[src/rtl/lb_cmd_pkg.sv]
// Shared constants, state encoding and sizing helper for the byte-stream
// local bus command master.
package lb_cmd_pkg;

   localparam logic [7:0] OP_WR  = 8'h57;
   localparam logic [7:0] OP_RD  = 8'h52;

   localparam logic [7:0] RSP_K  = 8'h4B;
   localparam logic [7:0] RSP_D  = 8'h44;
   localparam logic [7:0] RSP_T  = 8'h54;
   localparam logic [7:0] RSP_E  = 8'h45;

   typedef enum logic [2:0] {
      ST_IDLE,
      ST_GET_ADDR,
      ST_GET_DATA,
      ST_ISSUE,
      ST_WAIT_RSP,
      ST_SEND_HDR,
      ST_SEND_DATA
   } state_t;

   // Number of whole bytes needed to carry a field of the given bit width.
   function automatic int byte_cnt(input int width_bits);
      return (width_bits + 7) / 8;
   endfunction

endpackage

[src/rtl/lb_cmd_rsp_ser.sv]
// Response serializer: takes a header byte plus an optional data word and
// plays it out MSB first over the tx valid/ready handshake. done_o pulses
// on the handshake of the final byte.
module lb_cmd_rsp_ser
   import lb_cmd_pkg::*;
#(
   parameter int LB_DATA_W = 32
) (
   input  logic                 clk,
   input  logic                 rst_n,
   input  logic                 load_i,
   input  logic [7:0]           hdr_i,
   input  logic                 pay_en_i,
   input  logic [LB_DATA_W-1:0] pay_i,
   input  logic                 tx_ready_i,
   output logic                 tx_valid_o,
   output logic [7:0]           tx_data_o,
   output logic                 done_o
);

   localparam int NDB = byte_cnt(LB_DATA_W);
   localparam int CW  = $clog2(NDB + 1);

   logic                 valid_q;
   logic [7:0]           data_q;
   logic [LB_DATA_W-1:0] sh_q;
   logic [CW-1:0]        cnt_q;

   assign tx_valid_o = valid_q;
   assign tx_data_o  = data_q;
   assign done_o     = valid_q & tx_ready_i & (cnt_q == '0);

   // Load a new frame, or advance one byte on every accepted handshake.
   always_ff @(posedge clk) begin
      if (!rst_n) begin
         valid_q <= 1'b0;
         data_q  <= '0;
         sh_q    <= '0;
         cnt_q   <= '0;
      end else if (load_i) begin
         valid_q <= 1'b1;
         data_q  <= hdr_i;
         sh_q    <= pay_i;
         cnt_q   <= pay_en_i ? CW'(NDB) : '0;
      end else if (valid_q && tx_ready_i) begin
         if (cnt_q != '0) begin
            data_q <= sh_q[LB_DATA_W-1 -: 8];
            sh_q   <= sh_q << 8;
            cnt_q  <= cnt_q - CW'(1);
         end else begin
            valid_q <= 1'b0;
         end
      end
   end

endmodule

[src/rtl/lb_cmd_master.sv]
// Byte-stream to local bus initiator. Parses W/R command frames, issues one
// strobed bus transaction at a time under a timeout, and answers with a
// K/D/T/E response frame.
//
//   state      | meaning
//   -----------+----------------------------------------------------
//   IDLE       | waiting for an opcode byte
//   GET_ADDR   | shifting in address bytes, MSB first
//   GET_DATA   | shifting in write data bytes, MSB first
//   ISSUE      | one-cycle lb_wr_en / lb_rd_en strobe
//   WAIT_RSP   | waiting for matching valid, counting toward timeout
//   SEND_HDR   | response header byte on tx
//   SEND_DATA  | read data bytes on tx
module lb_cmd_master
   import lb_cmd_pkg::*;
#(
   parameter int LB_DATA_W      = 32,
   parameter int LB_ADDR_W      = 16,
   parameter int TIMEOUT_CYCLES = 255
) (
   input  logic                 clk,
   input  logic                 rst_n,
   input  logic                 rx_valid,
   input  logic [7:0]           rx_data,
   output logic                 rx_ready,
   output logic                 tx_valid,
   output logic [7:0]           tx_data,
   input  logic                 tx_ready,
   output logic                 lb_wr_en,
   output logic                 lb_rd_en,
   output logic [LB_ADDR_W-1:0] lb_addr,
   output logic [LB_DATA_W-1:0] lb_wr_data,
   input  logic                 lb_wr_valid,
   input  logic                 lb_rd_valid,
   input  logic [LB_DATA_W-1:0] lb_rd_data,
   output logic                 busy
);

   localparam int NAB = byte_cnt(LB_ADDR_W);
   localparam int NDB = byte_cnt(LB_DATA_W);
   localparam int TW  = $clog2(TIMEOUT_CYCLES + 1) + 1;
   localparam logic [TW-1:0] TMO_LAST = TW'(TIMEOUT_CYCLES);

   state_t               state_q, state_d;
   logic                 is_wr_q, is_wr_d;
   logic [7:0]           bcnt_q, bcnt_d;
   logic [LB_ADDR_W-1:0] addr_q, addr_d;
   logic [LB_DATA_W-1:0] wdata_q, wdata_d;
   logic [TW-1:0]        tmo_q, tmo_d, tmo_inc;
   logic                 wr_en_q, rd_en_q, busy_q, rx_ready_q;

   logic                 rx_fire, rsp_hit;
   logic                 ser_load, ser_pay_en, ser_done;
   logic [7:0]           ser_hdr;

   assign rx_fire    = rx_valid & rx_ready_q;
   assign rsp_hit    = is_wr_q ? lb_wr_valid : lb_rd_valid;
   assign tmo_inc    = tmo_q + TW'(1);

   assign rx_ready   = rx_ready_q;
   assign busy       = busy_q;
   assign lb_wr_en   = wr_en_q;
   assign lb_rd_en   = rd_en_q;
   assign lb_addr    = addr_q;
   assign lb_wr_data = wdata_q;

   // Next-state, field shifting and response selection.
   always_comb begin
      state_d    = state_q;
      is_wr_d    = is_wr_q;
      bcnt_d     = bcnt_q;
      addr_d     = addr_q;
      wdata_d    = wdata_q;
      tmo_d      = tmo_q;
      ser_load   = 1'b0;
      ser_hdr    = RSP_E;
      ser_pay_en = 1'b0;
      case (state_q)
         ST_IDLE: begin
            if (rx_fire) begin
               if (rx_data == OP_WR || rx_data == OP_RD) begin
                  is_wr_d = (rx_data == OP_WR);
                  bcnt_d  = 8'(NAB - 1);
                  state_d = ST_GET_ADDR;
               end else begin
                  ser_load = 1'b1;
                  state_d  = ST_SEND_HDR;
               end
            end
         end
         ST_GET_ADDR: begin
            if (rx_fire) begin
               addr_d = LB_ADDR_W'({addr_q, rx_data});
               if (bcnt_q == '0) begin
                  if (is_wr_q) begin
                     bcnt_d  = 8'(NDB - 1);
                     state_d = ST_GET_DATA;
                  end else begin
                     state_d = ST_ISSUE;
                  end
               end else begin
                  bcnt_d = bcnt_q - 8'd1;
               end
            end
         end
         ST_GET_DATA: begin
            if (rx_fire) begin
               wdata_d = LB_DATA_W'({wdata_q, rx_data});
               if (bcnt_q == '0) begin
                  state_d = ST_ISSUE;
               end else begin
                  bcnt_d = bcnt_q - 8'd1;
               end
            end
         end
         ST_ISSUE, ST_WAIT_RSP: begin
            // A completion in the strobe cycle itself is honoured.
            tmo_d = (state_q == ST_ISSUE) ? '0 : tmo_inc;
            if (rsp_hit) begin
               ser_load   = 1'b1;
               ser_hdr    = is_wr_q ? RSP_K : RSP_D;
               ser_pay_en = ~is_wr_q;
               state_d    = ST_SEND_HDR;
            end else if (state_q == ST_ISSUE) begin
               state_d = ST_WAIT_RSP;
            end else if (tmo_inc == TMO_LAST) begin
               ser_load = 1'b1;
               ser_hdr  = RSP_T;
               state_d  = ST_SEND_HDR;
            end
         end
         ST_SEND_HDR: begin
            if (ser_done) begin
               state_d = ST_IDLE;
            end else if (tx_valid && tx_ready) begin
               state_d = ST_SEND_DATA;
            end
         end
         ST_SEND_DATA: begin
            if (ser_done) begin
               state_d = ST_IDLE;
            end
         end
         default: state_d = ST_IDLE;
      endcase
   end

   // State registers plus outputs registered from the upcoming state.
   always_ff @(posedge clk) begin
      if (!rst_n) begin
         state_q    <= ST_IDLE;
         is_wr_q    <= 1'b0;
         bcnt_q     <= '0;
         addr_q     <= '0;
         wdata_q    <= '0;
         tmo_q      <= '0;
         wr_en_q    <= 1'b0;
         rd_en_q    <= 1'b0;
         busy_q     <= 1'b0;
         rx_ready_q <= 1'b0;
      end else begin
         state_q    <= state_d;
         is_wr_q    <= is_wr_d;
         bcnt_q     <= bcnt_d;
         addr_q     <= addr_d;
         wdata_q    <= wdata_d;
         tmo_q      <= tmo_d;
         wr_en_q    <= (state_d == ST_ISSUE) && is_wr_d;
         rd_en_q    <= (state_d == ST_ISSUE) && !is_wr_d;
         busy_q     <= (state_d != ST_IDLE);
         rx_ready_q <= (state_d inside {ST_IDLE, ST_GET_ADDR, ST_GET_DATA});
      end
   end

   lb_cmd_rsp_ser #(
      .LB_DATA_W (LB_DATA_W)
   ) u_rsp_ser (
      .clk        (clk),
      .rst_n      (rst_n),
      .load_i     (ser_load),
      .hdr_i      (ser_hdr),
      .pay_en_i   (ser_pay_en),
      .pay_i      (lb_rd_data),
      .tx_ready_i (tx_ready),
      .tx_valid_o (tx_valid),
      .tx_data_o  (tx_data),
      .done_o     (ser_done)
   );

endmodule

[config.mk]
export PLATFORM = sky130hd
export DESIGN_NAME = lb_cmd_master
export DESIGN_NICKNAME = d
export VERILOG_FILES = /design/src/rtl/lb_cmd_pkg.sv /design/src/rtl/lb_cmd_rsp_ser.sv /design/src/rtl/lb_cmd_master.sv
export SDC_FILE = /design/constraint.sdc
export NUM_CORES = 1
export LEC_CHECK = 0
export CAP_MARGIN = 20
export CORE_UTILIZATION = 55
export DETAILED_ROUTE_END_ITERATION = 16
export PLACE_DENSITY = 0.86
export SLEW_MARGIN = 20
export SYNTH_ARGS = -nofsm -noshare
export SYNTH_HDL_FRONTEND = slang
export SYNTH_SLANG_ARGS = --single-unit
[constraint.sdc]
create_clock -name clk -period 4.13 [get_ports clk]
set_input_delay 0.6195 -clock clk [delete_from_list [all_inputs] [get_ports clk]]
set_output_delay 0.6195 -clock clk [all_outputs]
set_load 0.02 [all_outputs]
# == Word level (Yosys, flattened, before mapping) ==
# Cells that the tools add are included.
# word_totals
ff_bits,117
latch_bits,0
ramBits,0
rom_bits,0
in_bits,46
elab_cells,114
memories,0
# classes
add_sub_neg,3
multipliers,0
n_div,0
order_cmp,0
n_eq_ne,19
shift,0
mux,53
bitwise_logic,4
n_reduce_logical,21
# op_table
operator,count
2-to-1 mux 32 bit,3
2-to-1 mux 8 bit,10
2-to-1 mux 3 bit,16
one-hot mux 8 bit (3 select lines),1
2-to-1 mux 5 bit,4
one-hot mux 3 bit (6 select lines),1
== test 8 x 7 -> 1 bit (second input constant),2
2-to-1 mux 1 bit,15
== test 3 x 2 -> 1 bit (second input constant),4
inequality test 2 bit (second input constant),6
nonzero test 3 bit,4
adder 9 x 1 -> 9 bit (second input constant),1
== test 3 bit (second input constant),3
== test 9 x 8 -> 1 bit (second input constant),1
logical NOT 3 bit,3
2-to-1 mux 9 bit,1
logical NOT 8 bit,1
AND reduction 2 bit,4
subtractor 8 x 1 -> 8 bit (second input constant),1
AND reduction 7 bit,1
== test 3 x 1 -> 1 bit (second input constant),2
2-to-1 mux 4 bit,1
nonzero test 2 bit,2
AND 1 bit,3
8 further kinds,10

# == Longest topological paths before layout ==
# Gate-level depths: netlist of the first run.
# depth
word_depth,8
ltp_mapped,10

# == Modules after synthesis ==
# Synthesis of the first run repeated with hierarchy kept, for this count alone.
# hier_totals
hier_cells,671
area_unflattened_um2,5237.5
# by_module_without_submodules
module,instances,cells_each,area_per_inst_um2,seq_area_each_um2
lb_cmd_master,1,423,3213.1,1461.4
lb_cmd_rsp_ser,1,248,2024.4,880.8

# == Worst setup path after synthesis of the first run ==
# OpenSTA, ideal clock, no wires.
# synth_path
path_kind,input -> register
start,input rx_data[7]
end,register u_rsp_ser.sh_q[17]
setup_ps,86
arrival_time_ps,2037
required_ps,4044
slack_ps,2008
path_stages,8
cell_sequence,nand4bb_1 -> o311ai_2 -> nand2_1 -> a31oi_2 -> buf_6 -> buf_4 -> nor2_1 -> a211oi_1
# synth_via
elab_chain_cells,7
elab_cells_between_ends,10
# synth_lines
element,line_no,source
from (decl),lb_cmd_master.sv:24,"input logic [7:0] rx_data,"
== test 8 x 7 -> 1 bit,lb_cmd_master.sv:81,if (rx_data == OP_WR || rx_data == OP_RD) begin
logical OR 1 bit (*),lb_cmd_master.sv:81,
2-to-1 mux 1 bit (*),lb_cmd_master.sv:81,
2-to-1 mux 1 bit (*),lb_cmd_master.sv:80,if (rx_fire) begin
one-hot mux 1 bit (2 select lines) (*),lb_cmd_master.sv:78,case (state_q)
nonzero test 2 bit (no line),--,
AND reduction 2 bit (no line),--,
to (signal assigned),lb_cmd_rsp_ser.sv:43,sh_q <= pay_i;
to (signal assigned),lb_cmd_rsp_ser.sv:48,sh_q <= sh_q << 8;
to (decl),lb_cmd_rsp_ser.sv:26,logic [LB_DATA_W-1:0] sh_q;
# Mark *: on every way between the ends. The rest lies on a longest branch, timed or not.
# A chain may end at the register's enable or synchronous reset.

# == Worst setup path after layout of the first run ==
# layout_path
start,input rx_data[7]
end,"register u_rsp_ser.data_q[2], in the netlist u_rsp_ser.tx_data_o[2]"
# layout_via
elab_chain_cells,7
elab_cells_between_ends,10
# layout_lines
element,line_no,source
== test 8 x 7 -> 1 bit,lb_cmd_master.sv:81,
logical OR 1 bit (*),lb_cmd_master.sv:81,
2-to-1 mux 1 bit (*),lb_cmd_master.sv:81,
2-to-1 mux 1 bit (*),lb_cmd_master.sv:80,
one-hot mux 1 bit (2 select lines) (*),lb_cmd_master.sv:78,
nonzero test 2 bit (no line),--,
AND reduction 2 bit (no line),--,
to (signal assigned),lb_cmd_rsp_ser.sv:42,data_q <= hdr_i;
to (signal assigned),lb_cmd_rsp_ser.sv:47,data_q <= sh_q[LB_DATA_W-1 -: 8];
to (decl),lb_cmd_rsp_ser.sv:25,logic [7:0] data_q;
# Marked as above.

==> impl_metrics.env, run 1 <==
export IMPL_post_cts_setup_buffers=0
export IMPL_dr_total_vias=4872
export IMPL_crit_required_ps=4500
export IMPL_start_kind="input port"
export IMPL_clkLatencyLatePin_ps=500
export IMPL_cts_tree="yes"
export IMPL_die_width_um=98.7
export IMPL_fin_worst_skew_ps=6.80
export IMPL_slew_violations=0
export IMPL_p_int_uw=2390
export IMPL_syn_inst=622
export IMPL_finalCritPeriodShare=0.620
export IMPL_antennaDiodeCount=0
export IMPL_ir_worst_vdd_uv=240
export IMPL_critPathKind="input port to flip-flop"
export IMPL_synth_edf_count=0
export IMPL_grt_pass1_vias=4769
export IMPL_p_seq_frac=0.394
export IMPL_slew_limit_headroom=0.324
export IMPL_grt_remaining_overflow=0
export IMPL_vias_per_cell=5.87
export IMPL_grt_antenna_before_repair=0
export IMPL_p_leak_uw=0.00252
export IMPL_num_rows=34
export IMPL_area_growth_pct=32.7
export IMPL_dpl_worst_slack_ps=1140
export IMPL_cp_end_kind="flip-flop"
export IMPL_yosys_top_cells_area="dfxtp_1 (46%), nand2_1 (10%), a21oi_1 (7.7%)"
export IMPL_async_reset_ff_frac=0
export IMPL_hold_buffers=0
export IMPL_worst_endpoint_arrival_ps=2930
export IMPL_yosys_cell_count_top_type="nand2_1"
export IMPL_place_inst=798
export IMPL_worst_slack_ps=1570
export IMPL_drc=0
export IMPL_pin_count=107
export IMPL_reg2reg_slack_ps=1580
export IMPL_drtIter0Drc=382
export IMPL_synth_seq_area_share=0.455
export IMPL_fin_worst_hold_slack_ps=454
export IMPL_r2r_end="lb_rd_en$_SDFF_PN0_"
export IMPL_fmax_ghz=0.390
export IMPL_synth_top_area_cell="dfxtp_1"
export IMPL_start_util=0.579
export IMPL_wl_per_cell_um=15.9
export IMPL_p_sw_uw=811
export IMPL_fin_tns_setup_ps=0
export IMPL_fin_cells=830
export IMPL_ctsResizeCount=0
export IMPL_hold_path_endpoint="lb_wr_data[29]$_SDFFE_PN0P_"
export IMPL_hpwl_mm=8.66
export IMPL_clkTransAtPathRegs_ps=60
export IMPL_path_max_fanout=75
export IMPL_synth_common_cells="nand2_1 (139), dfxtp_1 (117), a21oi_1 (79), nor2_1 (42), a211oi_1 (30)"
export IMPL_fp_dieArea_mm2=0.00974
export IMPL_setup_viol=0
export IMPL_r2r_start="state_q[0]$_SDFF_PN0_"
export IMPL_status="finished, final reports clean"
export IMPL_synth_seq_cells=117
export IMPL_yosysWarnings=0
export IMPL_worstMarginPinSlew_ps=1010
export IMPL_ant_nets=0
export IMPL_cts_sinks=117
export IMPL_rsz0062_at_grt="false"
export IMPL_synthDistinctLibCells=57
export IMPL_finalPower_uw=3200
export IMPL_nets=761
export IMPL_hold_viol=0
export IMPL_grt_use_total=0.285
export IMPL_synthesis_area_mm2=0.00514
export IMPL_cts_root_buf="clkbuf_8"
export IMPL_cts_buffer_depth=2
export IMPL_cts_buffers_inserted=17
export IMPL_portBuffers=106
export IMPL_die_y_um=98.7
export IMPL_drive_gt1_frac=0.0679
export IMPL_whs_path_depth=2
export IMPL_combPwrFrac=0.119
export IMPL_cellPowerDensity_mw_per_mm2=469
export IMPL_core_area_mm2=0.00889
export IMPL_crit_path_start="rx_data[7]"
export IMPL_n_fill_cell=613
export IMPL_r2r_cells=6
export IMPL_maxCapViolCount=0
export IMPL_power_share_clock=0.487
export IMPL_routed_wl_mm=13.2
export IMPL_min_from="lb_wr_data[29]$_SDFFE_PN0P_"
export IMPL_grt_pass1_wl_mm=22.3
export IMPL_min_path_type="flip-flop to flip-flop"
export IMPL_synth_ff_type="dfxtp_1"
export IMPL_finalWeightedCongestion=0.884
export IMPL_swShare=0.253
export IMPL_fin_crit_ps=2560
export IMPL_avgSynthCellArea_um2=8.27
export IMPL_cts_htree_levels=4
export IMPL_firstDrtPassIters=7
export IMPL_grt_max_degree=76
export IMPL_syn_nets=674
export IMPL_synth_top_area_frac=0.455
[critical path, cell delays in order]
cell	delay, ps
clkdlybuf4s50_1	450
nand4bb_1	310
o311ai_2	450
nand2_1	180
a31oi_4	210
buf_12	280
a21boi_0	280
o21ai_0	130
[worst max path at each step]
stage                                                      to  cells past startpoint  slack [ps]
after floorplan               u_rsp_ser.sh_q[17]$_SDFFE_PN0P_                      8        2010
after global placement    u_rsp_ser.tx_data_o[1]$_SDFFE_PN0P_                      8        1220
after detailed placement  u_rsp_ser.tx_data_o[3]$_SDFFE_PN0P_                      8        1140
final                     u_rsp_ser.tx_data_o[2]$_SDFFE_PN0P_                      8        1570
after global routing                      lb_rd_en$_SDFF_PN0_                      6        1410
after CTS                 u_rsp_ser.tx_data_o[2]$_SDFFE_PN0P_                      8        1610
[per-layer routing]
metal	track usage	up-vias	wire [µm]
met5	0	-	0
met4	0.107	0	274
met3	0.0610	31	765
met2	0.485	190	6450
met1	0.355	2284	5690
li1	-	2367	-
[cells in the final DEF, fill, tap and decap left out, drive strengths merged, types with 3 or more instances in the layout]
cell type	n
nor2b	4
a21o	3
nand2	139
clkinv	3
nor3b	3
nand3b	4
a31oi	8
a211oi	32
clkdlybuf4s50	106
ha	6
inv	15
and2	6
dfxtp	117
mux2i	28
nor3	7
bufinv	4
buf	5
nor2	42
or3	4
clkbuf	19
nand4	14
nand3	7
a21oi	79
o21ai	21
nand2b	4
[metrics by stage]
step / utilization / area [µm²]
2_1_floorplan: - / 5140
6_report: 0.768 / 6830
4_1_cts: 0.768 / 6830
3_3_place_gp: 0.696 / 6190
3_5_place_dp: 0.696 / 6190
5_1_grt: 0.768 / 6830
[sequential cells by signal (all words and copies together), names as in the netlist]
name	count
lb_wr_data	32
u_rsp_ser.sh_q	32
lb_addr	16
tmo_q	9
bcnt_q	8
u_rsp_ser.tx_data_o	8
state_q	3
u_rsp_ser.cnt_q	3
busy	1
is_wr_q	1
lb_rd_en	1
lb_wr_en	1
rx_ready	1
u_rsp_ser.tx_valid_o	1
[power groups by stage]
stage | Clock, µW | Sequential [µW] | Combinational (µW)
2_1_floorplan | 0 | 1280 | 247
3_3_place_gp | 0 | 1280 | 360
3_5_place_dp | 0 | 1280 | 371
4_1_cts | 1570 | 1260 | 378
5_1_grt | 1630 | 1270 | 417
6_report | 1560 | 1260 | 381
[layout make-up]
cell class                      count  area, µm²  share of cell area
Clock buffer                       19        442              0.0647
Tap cell                          108        135              0.0198
Inverter                           11       41.3             0.00605
Sequential cell                   117       2340               0.343
Clock inverter                     13        193              0.0282
Timing Repair Buffer              111       1110               0.163
Multi-Input combinational cell    451       2560               0.375
[cell families after synthesis]
family | after synthesis | synth area share
DFF | 117 | 0.455
AOI/OAI and AO/OA | 164 | 0.200
buffers and inverters | 54 | 0.0494
xor gates and xnor gates | 4 | 0.00681
and+or+nand+nor | 249 | 0.219
muxes | 28 | 0.0545
adders and majority gates | 6 | 0.0146
(Power assumes the default switching activity.)
==> run 2, diff against run 1 <==
--- a/config.mk
+++ b/config.mk
@@ -6,9 +6,9 @@
 export NUM_CORES = 1
 export LEC_CHECK = 0
 export CAP_MARGIN = 20
-export CORE_UTILIZATION = 55
+export CORE_UTILIZATION = 46
 export DETAILED_ROUTE_END_ITERATION = 16
-export PLACE_DENSITY = 0.86
+export PLACE_DENSITY = 0.77
 export SLEW_MARGIN = 20
 export SYNTH_ARGS = -nofsm -noshare
 export SYNTH_HDL_FRONTEND = slang
==> constraint.sdc (replaced) <==
create_clock -name clk -period 2.1 [get_ports clk]
set_input_delay 0.315 -clock clk [delete_from_list [all_inputs] [get_ports clk]]
set_output_delay 0.315 -clock clk [all_outputs]
set_load 0.02 [all_outputs]
==> impl_metrics.env, run 2 (synthesized netlist as in run 1, its figures left out) <==
export IMPL_cts_sinks=117
export IMPL_cp_depth=10
export IMPL_placed_area_mm2=0.00668
export IMPL_die_width_um=108
export IMPL_met1_length_mm=6.01
export IMPL_fin_worst_skew_ps=8.47
export IMPL_design_area_mm2=0.00746
export IMPL_start_kind="flip-flop"
export IMPL_critPathBufInv=3
export IMPL_fin_util=0.685
export IMPL_swShare=0.253
export IMPL_reg2reg_slack_ps=40
export IMPL_core_area_mm2=0.0109
export IMPL_worstMarginPinSlew_ps=501
export IMPL_hpwl_mm=9.51
export IMPL_ir_worst_vdd_uv=538
export IMPL_grt_pass1_wl_mm=22.5
export IMPL_final_common_cell="nand2_1"
export IMPL_cts_root_buf="clkbuf_8"
export IMPL_cp_end_kind="flip-flop"
export IMPL_critPathTopFamily="compound AO/OA/AOI/OAI gates"
export IMPL_p_seq_frac=0.396
export IMPL_drtIter0Drc=363
export IMPL_setup_viol=0
export IMPL_fp_dieArea_mm2=0.0116
export IMPL_cp_slowest_cell="dfxtp_4"
export IMPL_dpl_worst_slack_ps=-449
export IMPL_clkLatencyLatePin_ps=520
export IMPL_min_path_type="input port to flip-flop"
export IMPL_crit_required_ps=2530
export IMPL_cts_buffer_depth=2
export IMPL_p_leak_uw=0.00283
export IMPL_firstDrtPassIters=7
export IMPL_cts_tree="yes"
export IMPL_hold_buffers=0
export IMPL_cts_htree_levels=4
export IMPL_endpoint="u_rsp_ser.tx_data_o[1]$_SDFFE_PN0P_"
export IMPL_critPathKind="flip-flop to flip-flop"
export IMPL_cts_buffers_inserted=17
export IMPL_drc=0
export IMPL_cpPeakStageDelay_ps=380
export IMPL_pin_count=107
export IMPL_drive_gt1_frac=0.155
export IMPL_maxCapViolCount=0
export IMPL_wl_met3_um=914
export IMPL_portBuffers=106
export IMPL_worst_endpoint_arrival_ps=2480
export IMPL_hold_viol=0
export IMPL_p_sw_uw=1580
export IMPL_finalWeightedCongestion=0.835
export IMPL_r2r_cells=10
export IMPL_clkTransAtPathRegs_ps=60
export IMPL_num_rows=38
export IMPL_slew_limit_headroom=0.665
export IMPL_grt_antenna_before_repair=0
export IMPL_vias_per_cell=5.53
export IMPL_path_max_fanout=17
export IMPL_slew_violations=0
export IMPL_p_int_uw=4660
export IMPL_worst_slack_ps=43.9
export IMPL_fmax_ghz=0.486
export IMPL_grt_pass1_vias=4859
export IMPL_routed_wl_mm=13.9
export IMPL_power_share_clock=0.445
export IMPL_maxUsedRoutingLayer="met4"
export IMPL_dr_total_vias=5061
export IMPL_r2r_start="tmo_q[0]$_SDFFE_PN0P_"
export IMPL_grt_remaining_overflow=0
export IMPL_ant_nets=0
export IMPL_layout_common_cells="nand2_1 (137), dfxtp_1 (112), clkdlybuf4s50_1 (106)"
export IMPL_grt_use_total=0.246
export IMPL_start_util=0.472
export IMPL_status="finished, final reports clean"
export IMPL_fin_crit_ps=2060
export IMPL_crit_path_start="tmo_q[0]$_SDFFE_PN0P_"
export IMPL_cellPowerDensity_mw_per_mm2=837
export IMPL_grt_max_degree=46
export IMPL_die_y_um=108
export IMPL_finalCritPeriodShare=0.979
export IMPL_wl_per_cell_um=15.2
export IMPL_combPwrFrac=0.159
export IMPL_antennaDiodeCount=0
export IMPL_nets=816
export IMPL_crit_chain="ha_4 > nand2_2 > a21oi_1 > o32ai_1 > buf_4 > a31oi_4 > buf_12 > buf_6 > nor3b_2 > a211oi_1"
export IMPL_r2r_end="u_rsp_ser.tx_data_o[1]$_SDFFE_PN0P_"
export IMPL_area_growth_pct=45.0
export IMPL_met2_length_mm=6.71
run 2: cell count changes in the layout (fill, tap and decap cells not counted), sizes merged:
cell	delta
inv	-4
clkinvlp	-1
clkbuf	+4
buf	+54
bufinv	-2
clkinv	+2
run 2: power groups by stage:
stage	sequential [µW]	combinational [µW]	clock, µW
2_1_floorplan	2510	486	0
3_3_place_gp	2490	851	0
3_5_place_dp	2500	876	0
4_1_cts	2460	921	2800
5_1_grt	2490	1080	2910
6_report	2470	990	2780
run 2: how the worst min path moves through the flow:
stage	start	to	slack (ps)	cells past startpoint
after detailed placement	u_rsp_ser.sh_q[31]$_SDFFE_PN0P_	u_rsp_ser.tx_data_o[7]$_SDFFE_PN0P_	450	2
after global routing	lb_rd_data[3]	u_rsp_ser.sh_q[3]$_SDFFE_PN0P_	380	3
after CTS	lb_rd_data[3]	u_rsp_ser.sh_q[3]$_SDFFE_PN0P_	340	3
after global placement	u_rsp_ser.sh_q[31]$_SDFFE_PN0P_	u_rsp_ser.tx_data_o[7]$_SDFFE_PN0P_	440	2
final	lb_rd_data[3]	u_rsp_ser.sh_q[3]$_SDFFE_PN0P_	350	3
after floorplan	u_rsp_ser.sh_q[29]$_SDFFE_PN0P_	u_rsp_ser.tx_data_o[5]$_SDFFE_PN0P_	430	2
run 2: worst reg2reg max path, delay by kind of cell, from the launching register on:
| kind | cells | cell delay (ps) |
|---|---|---|
| compound gates | 4 | 670 |
| buf+inv | 3 | 500 |
| flops | 1 | 380 |
| simple gates | 2 | 250 |
| fa+ha+maj | 1 | 190 |
run 2: area by class of cell:
cell class                      count  area, µm²
Sequential cell                   117       2350
Inverter                           11       41.3
Tap cell                          140        175
Timing Repair Buffer              166       1650
Clock inverter                      8        100
Fill cell                         841       3430
Multi-Input combinational cell    451       2670
Clock buffer                       22        473
run 2: metal layers:
layer	vias up	GRT usage
met5	-	0
met4	0	0.0930
met3	25	0.0575
met2	183	0.422
met1	2370	0.296
li1	2483	-
run 2: metrics by stage:
step	hold WS, ps	total power, µW	setup TNS (ps)	instances
after global routing	376	6470	-75.8	915
after global placement	438	3340	-11990	882
after floorplan	432	3000	0	622
after detailed placement	446	3380	-13780	882
final	355	6240	0	915
after CTS	345	6180	-23.2	913
run 2: repair_timing:
action,4_1_cts,5_1_grt
gates resized for setup,5,28
buffers inserted,0,2
pin swaps,1,6
gates cloned,1,1
setup endpoints to repair,9,44
